==> src/rtl/l1_intercon_pkg.sv <==
// Shared types and constants for the L1 trigger Wishbone interconnect.
// Latency: n/a (declarations only).
// Backpressure: n/a (declarations only).
package l1_intercon_pkg;

  localparam int ADR_W     = 15;
  localparam int SUB_ADR_W = 13;
  localparam int DAT_W     = 32;

  // Subspace index = wb_adr_i[14:13]
  localparam logic [1:0] SP_THRESH  = 2'd0;
  localparam logic [1:0] SP_CONTROL = 2'd1;
  localparam logic [1:0] SP_AGC     = 2'd2;
  localparam logic [1:0] SP_BQ      = 2'd3;

  typedef enum logic [1:0] {
    IDLE   = 2'd0,
    ACCESS = 2'd1,
    LOCAL  = 2'd2,
    DONE   = 2'd3
  } state_t;

endpackage

==> src/rtl/l1_intercon_sync.sv <==
// Two-flop synchronizer bringing the ifclk-running flag into the bus clock.
// Latency: 2 clk edges from d to q.
// Backpressure: none.
// Ports: clk, rst (async active-high), d (async level), q (synchronized level).
module l1_intercon_sync (
  input  logic clk,
  input  logic rst,
  input  logic d,
  output logic q
);

  logic meta;

  always_ff @(posedge clk or posedge rst) begin
    if (rst) begin
      meta <= 1'b0;
      q    <= 1'b0;
    end else begin
      meta <= d;
      q    <= meta;
    end
  end

endmodule

==> src/rtl/l1_trigger_wb_intercon.sv <==
// Wishbone 1-to-4 decoder splitting a 15-bit target port into four 13-bit subspaces.
// Latency: request sampled at edge 0, slave strobe from edge 1, upstream pulse one edge after the slave responds.
// Backpressure: one access outstanding; the upstream waits for ack/err/rty (timeout or local ack guarantee one).
// Ports: wb_* upstream target port; thresh_/control_/agc_/bq_* downstream masters;
//        clock_enabled_i is the asynchronous ifclk-running flag gating thresh and control.
module l1_trigger_wb_intercon
  import l1_intercon_pkg::*;
#(
  parameter int unsigned       TIMEOUT_CYCLES      = 1023,
  parameter logic [DAT_W-1:0] DISABLED_READ_VALUE = 32'h0000_0000
) (
  input  logic                 wb_clk_i,
  input  logic                 wb_rst_i,
  input  logic                 clock_enabled_i,
  input  logic                 wb_cyc_i,
  input  logic                 wb_stb_i,
  input  logic                 wb_we_i,
  input  logic [ADR_W-1:0]     wb_adr_i,
  input  logic [DAT_W-1:0]     wb_dat_i,
  input  logic [3:0]           wb_sel_i,
  output logic [DAT_W-1:0]     wb_dat_o,
  output logic                 wb_ack_o,
  output logic                 wb_err_o,
  output logic                 wb_rty_o,
  output logic                 thresh_cyc_o,
  output logic                 thresh_stb_o,
  output logic                 thresh_we_o,
  output logic [SUB_ADR_W-1:0] thresh_adr_o,
  output logic [DAT_W-1:0]     thresh_dat_o,
  output logic [3:0]           thresh_sel_o,
  input  logic [DAT_W-1:0]     thresh_dat_i,
  input  logic                 thresh_ack_i,
  input  logic                 thresh_err_i,
  input  logic                 thresh_rty_i,
  output logic                 control_cyc_o,
  output logic                 control_stb_o,
  output logic                 control_we_o,
  output logic [SUB_ADR_W-1:0] control_adr_o,
  output logic [DAT_W-1:0]     control_dat_o,
  output logic [3:0]           control_sel_o,
  input  logic [DAT_W-1:0]     control_dat_i,
  input  logic                 control_ack_i,
  input  logic                 control_err_i,
  input  logic                 control_rty_i,
  output logic                 agc_cyc_o,
  output logic                 agc_stb_o,
  output logic                 agc_we_o,
  output logic [SUB_ADR_W-1:0] agc_adr_o,
  output logic [DAT_W-1:0]     agc_dat_o,
  output logic [3:0]           agc_sel_o,
  input  logic [DAT_W-1:0]     agc_dat_i,
  input  logic                 agc_ack_i,
  input  logic                 agc_err_i,
  input  logic                 agc_rty_i,
  output logic                 bq_cyc_o,
  output logic                 bq_stb_o,
  output logic                 bq_we_o,
  output logic [SUB_ADR_W-1:0] bq_adr_o,
  output logic [DAT_W-1:0]     bq_dat_o,
  output logic [3:0]           bq_sel_o,
  input  logic [DAT_W-1:0]     bq_dat_i,
  input  logic                 bq_ack_i,
  input  logic                 bq_err_i,
  input  logic                 bq_rty_i
);

  localparam logic [9:0] TMO_LIMIT = 10'(TIMEOUT_CYCLES);

  logic                 en_s;
  state_t               state;
  logic [1:0]           sub_q;
  logic [SUB_ADR_W-1:0] adr_q;
  logic [DAT_W-1:0]     dat_q;
  logic                 we_q;
  logic [3:0]           sel_q;
  logic [3:0]           strobe_q;   // one-hot per subspace, drives cyc and stb
  logic [9:0]           tmo_cnt;

  logic [1:0]           sub_in;
  logic                 gated_in;
  logic [DAT_W-1:0]     rsp_dat;
  logic                 rsp_ack;
  logic                 rsp_err;
  logic                 rsp_rty;

  l1_intercon_sync u_sync (
    .clk (wb_clk_i),
    .rst (wb_rst_i),
    .d   (clock_enabled_i),
    .q   (en_s)
  );

  assign sub_in   = wb_adr_i[ADR_W-1:SUB_ADR_W];
  // Only thresh and control live in the ifclk domain.
  assign gated_in = (sub_in == SP_THRESH) || (sub_in == SP_CONTROL);

  // Only the selected slave's response is looked at; others are ignored.
  always_comb begin
    rsp_dat = thresh_dat_i;
    rsp_ack = 1'b0;
    rsp_err = 1'b0;
    rsp_rty = 1'b0;
    case (sub_q)
      SP_THRESH: begin
        rsp_dat = thresh_dat_i;
        rsp_ack = thresh_ack_i;
        rsp_err = thresh_err_i;
        rsp_rty = thresh_rty_i;
      end
      SP_CONTROL: begin
        rsp_dat = control_dat_i;
        rsp_ack = control_ack_i;
        rsp_err = control_err_i;
        rsp_rty = control_rty_i;
      end
      SP_AGC: begin
        rsp_dat = agc_dat_i;
        rsp_ack = agc_ack_i;
        rsp_err = agc_err_i;
        rsp_rty = agc_rty_i;
      end
      default: begin
        rsp_dat = bq_dat_i;
        rsp_ack = bq_ack_i;
        rsp_err = bq_err_i;
        rsp_rty = bq_rty_i;
      end
    endcase
  end

  always_ff @(posedge wb_clk_i or posedge wb_rst_i) begin
    if (wb_rst_i) begin
      state    <= IDLE;
      sub_q    <= SP_THRESH;
      adr_q    <= '0;
      dat_q    <= '0;
      we_q     <= 1'b0;
      sel_q    <= '0;
      strobe_q <= '0;
      tmo_cnt  <= '0;
      wb_dat_o <= '0;
      wb_ack_o <= 1'b0;
      wb_err_o <= 1'b0;
      wb_rty_o <= 1'b0;
    end else begin
      wb_ack_o <= 1'b0;
      wb_err_o <= 1'b0;
      wb_rty_o <= 1'b0;
      case (state)
        IDLE: begin
          if (wb_cyc_i && wb_stb_i) begin
            adr_q   <= wb_adr_i[SUB_ADR_W-1:0];
            dat_q   <= wb_dat_i;
            we_q    <= wb_we_i;
            sel_q   <= wb_sel_i;
            sub_q   <= sub_in;
            tmo_cnt <= '0;
            if (gated_in && !en_s) begin
              // ifclk is stopped: answer here so the pulse lands in LOCAL.
              state    <= LOCAL;
              wb_ack_o <= 1'b1;
              wb_dat_o <= DISABLED_READ_VALUE;
            end else begin
              state    <= ACCESS;
              strobe_q <= 4'(1) << sub_in;
            end
          end
        end
        ACCESS: begin
          if (!wb_cyc_i) begin
            strobe_q <= '0;
            state    <= IDLE;
          end else if (rsp_err || rsp_rty || rsp_ack) begin
            wb_dat_o <= rsp_dat;
            wb_err_o <= rsp_err;
            wb_rty_o <= !rsp_err && rsp_rty;
            wb_ack_o <= !rsp_err && !rsp_rty;
            strobe_q <= '0;
            state    <= DONE;
          end else if (tmo_cnt == TMO_LIMIT) begin
            wb_err_o <= 1'b1;
            wb_dat_o <= 32'hFFFF_FFFF;
            strobe_q <= '0;
            state    <= DONE;
          end else begin
            tmo_cnt <= tmo_cnt + 10'd1;
          end
        end
        LOCAL:   state <= DONE;
        DONE:    state <= IDLE;
        default: state <= IDLE;
      endcase
    end
  end

  assign thresh_cyc_o  = strobe_q[SP_THRESH];
  assign thresh_stb_o  = strobe_q[SP_THRESH];
  assign control_cyc_o = strobe_q[SP_CONTROL];
  assign control_stb_o = strobe_q[SP_CONTROL];
  assign agc_cyc_o     = strobe_q[SP_AGC];
  assign agc_stb_o     = strobe_q[SP_AGC];
  assign bq_cyc_o      = strobe_q[SP_BQ];
  assign bq_stb_o      = strobe_q[SP_BQ];

  // Captured request is broadcast; only the strobed slave acts on it.
  assign thresh_we_o   = we_q;
  assign thresh_adr_o  = adr_q;
  assign thresh_dat_o  = dat_q;
  assign thresh_sel_o  = sel_q;
  assign control_we_o  = we_q;
  assign control_adr_o = adr_q;
  assign control_dat_o = dat_q;
  assign control_sel_o = sel_q;
  assign agc_we_o      = we_q;
  assign agc_adr_o     = adr_q;
  assign agc_dat_o     = dat_q;
  assign agc_sel_o     = sel_q;
  assign bq_we_o       = we_q;
  assign bq_adr_o      = adr_q;
  assign bq_dat_o      = dat_q;
  assign bq_sel_o      = sel_q;

endmodule

==> config.mk <==
export PLATFORM = sky130hd
export DESIGN_NAME = l1_trigger_wb_intercon
export DESIGN_NICKNAME = d
export VERILOG_FILES = /design/src/rtl/l1_intercon_pkg.sv /design/src/rtl/l1_intercon_sync.sv /design/src/rtl/l1_trigger_wb_intercon.sv
export SDC_FILE = /design/constraint.sdc
export NUM_CORES = 1
export LEC_CHECK = 0
export CAP_MARGIN = 0
export CORE_AREA = 8 8 164 166
export CTS_CLUSTER_DIAMETER = 150
export DETAILED_ROUTE_END_ITERATION = 8
export DIE_AREA = 0 0 172 174
export DONT_BUFFER_PORTS = 1
export SYNTH_ARGS = -nofsm -noshare
export SYNTH_HDL_FRONTEND = slang
export SYNTH_SLANG_ARGS = --single-unit
export TNS_END_PERCENT = 100
==> constraint.sdc <==
create_clock -name wb_clk_i -period 7.95 [get_ports wb_clk_i]
set_clock_uncertainty 0.05 [all_clocks]
set_input_delay 1.59 -clock wb_clk_i [delete_from_list [all_inputs] [get_ports wb_clk_i]]
set_output_delay 1.59 -clock wb_clk_i [all_outputs]
set_load 0.005 [all_outputs]
==> out/results.tsv <==
stage	metric	value	unit
cts	Worst-path clk slew	0.08	ns
yosys	Mapped Cells	665	
yosys	most frequent cells after synthesis	199 x nand2_1, 154 x buf_4, 105 x dfrtp_1	
setup_path	type of element capturing the critical path	flip-flop	
yosys	count leader, synth	nand2_1	
setup_path	crit start category	primary input	
grt	GRT overflow	0	
floorplan	Die ar.	29900	um2
floorplan	io pins	440	
setup_path	required time worst endpoint	8.18	ns
yosys	Mean Syn Cell Area	9.41	um2
yosys	asr flop ratio synth	100	%
placed_design	DP HPWL	16400	um
cts	total CTS buffers	9	
drt	final WL	20900	um
layout	share of layout cells above drive strength 1	13.2	%
timing	endpoints failing setup	0	
cts	CTS Hold Bufs	0	
drt	WL/cell	25.1	um
yosys	Top FF cell, synth	dfrtp_1	
setup_path	Setup crit start	bq_rty_i	
cts	Post-CTS Setup Inserts	0	
layout	# nets final	695	
yosys	syn nets	863	
drt	vias per cell	4.84	
setup_path	Worst Path Arrival	3.76	ns
setup_path	worst-path maximum fanout	35	
placed_design	PortBufs	0	
drt	Iteration-0 DRC Markers	241	
yosys	flops & latches, synth	105	
timing	Slew Limit Fails	0	
floorplan	Die Y-Extent	174	um
timing	minimum clock period	3.53	ns
floorplan	core area	24500	um2
pwr	Leak	0.00252	uW
grt	initial antenna violation count	5	
layout	area delta synth->final	-7.54	%
min_path	Hold Path Class	reg2reg	
layout	fillers	2700	
floorplan	Initial Utilization	25.5	%
cts	Post-CTS Resized	0	
layout	post-layout util	23.6	%
timing	slew margin rel.	22.7	%
yosys	leading area contributor after synthesis	dfrtp_1	
min_path	WHS Path Cells	0	
timing	measured slew at the worst slew-check pin	1.15	ns
yosys	post-synth cell types	40	
job	Max Cap Viol	0	
grt	vias in the first global route	4265	
yosys	number of synthesis warnings	0	
cts	Worst-Skew Late Latency	0.35	ns
setup_path	worst reg2reg startpoint	sub_q[0]	
grt	first-pass GRT wire length	30200	um
timing	Fmax	283	MHz
floorplan	chip width	172	um
cts	CTS tree	yes	
yosys	Post-synth EDFFs	0	
timing	RSZ-0062 raised after global routing	false	
timing	final period utilization	44.4	%
cts	# clock sinks	105	
timing	Final Hold Viols	0	
grt	Tot GR Track Use	13.6	%
setup_path	worst reg-to-reg path cell count	7	
min_path	Hold Startpoint	u_sync.meta	
drt	first-pass iteration count of the detailed router	4	
timing	setup TNS	0	ns
cts	htree depth	3	
run_status	status	finished clean	
yosys	synthesized area	6260	um2
setup_path	CP Class	in2reg	
grt	pin count of the biggest net entering global routing	64	
floorplan	row count	58	
cts	clock buffer depth	2	
drt	via count	4028	
cts	root buf cell	clkbuf_16	
yosys	Synth area leaders	dfrtp_1 42%, buf_4 18%, mux4_2 13%, nand2_1 12%, a21oi_1 3.0%	
pwr	PD cells	420	nW/um2
yosys	Yosys top cell area share	42.0	%
pwr	Final Total Pwr	2430	uW
yosys	Seq/Total Area, Yosys	42.0	%
placed_design	routability cong.	0.792	
drt	drt drc	0	
drt	Antenna Nets Post-Route	0	
pwr	worst vdd ir	156	uV
[worst paths after layout]
path,end,slack [ns]
min reg2reg,u_sync.q,0.32
max reg2reg,strobe_q[1],4.62
min in group asynchronous,agc_dat_o[31],1.12
max in group asynchronous,state[0],5.43
max,strobe_q[1],4.42
min,u_sync.q,0.32
[routing by layer]
layer  up-vias  GRT usage (%)  part of all wire [%]
met1      1965           14.1                    34
met3        21           5.67                    11
met2       288           25.0                    54
met4         6           2.87                   1.1
met5         -              0                  0.17
li1       1748              -                     -
[where the power goes]
group,leakage (uW),switching (uW),internal (uW)
clock,0.000156,213,285
combinational,0.00107,426,321
sequential,0.00130,423,761
total,0.00252,1060,1370
[metrics by stage]
stage	hold WS, ns	worst slack (ns)	instance area, um2	cells
2_1_floorplan	0.281	3.55	6260	665
3_3_place_gp	0.287	4.00	5460	816
3_5_place_dp	0.299	3.94	5460	816
4_1_cts	0.317	4.32	5780	831
5_1_grt	0.326	4.21	5780	832
6_report	0.316	4.42	5790	833
[logic make-up (layout without fill, tap and decap cells)]
family | count (synthesis) | after routing | synth area share (%)
adder cells (fa/ha/maj) | 1 | 1 | 0.200
flip-flops | 105 | 105 | 42.0
other | 0 | 2 | 0
buffers and inverters | 191 | 27 | 20.8
AND/OR/NAND/NOR | 266 | 266 | 17.8
multiplexers | 37 | 37 | 12.9
AO/OA/AOI/OAI | 65 | 65 | 6.28
[sequential cells by signal (all words and copies together) (netlist names), 2 cells and up]
name / cells
wb_dat_o: 32
sub_q: 2
agc_adr_o: 13
agc_dat_o: 32
strobe_q: 4
state: 2
agc_sel_o: 4
tmo_cnt: 10
[area by class of cell]
class / count / area (um2) / area share [%]
Antenna cell: 2 / 5.00 / 0.0865
Clock buffer: 11 / 243 / 4.19
Clock inverter: 4 / 77.6 / 1.34
Inverter: 4 / 17.5 / 0.303
Multi-Input combinational cell: 369 / 2340 / 40.5
Sequential cell: 105 / 2630 / 45.4
Tap cell: 330 / 413 / 7.14
Timing Repair Buffer: 8 / 60.1 / 1.04
[cells in the final DEF (no fill, tap or decap), types with 3 or more instances in the layout]
cell type and count:
a22o_1 4, nand3_1 3, o211ai_1 3, nor4_1 4, buf_4 8, clkbuf_16 9
a21o_1 4, o21ai_0 7, nor3_1 35, dfrtp_1 104, nor2_1 9, a21oi_1 37
nand2_1 198, mux4_2 35, inv_1 3
[worst max-delay path: stages]
cell and delay (ns):
mux4_2 0.52, nor3_4 0.19, buf_4 0.38, nand2_1 0.24, o21ai_0 0.57, a22o_1 0.25
Note: power is estimated with default switching activity, not from simulation.
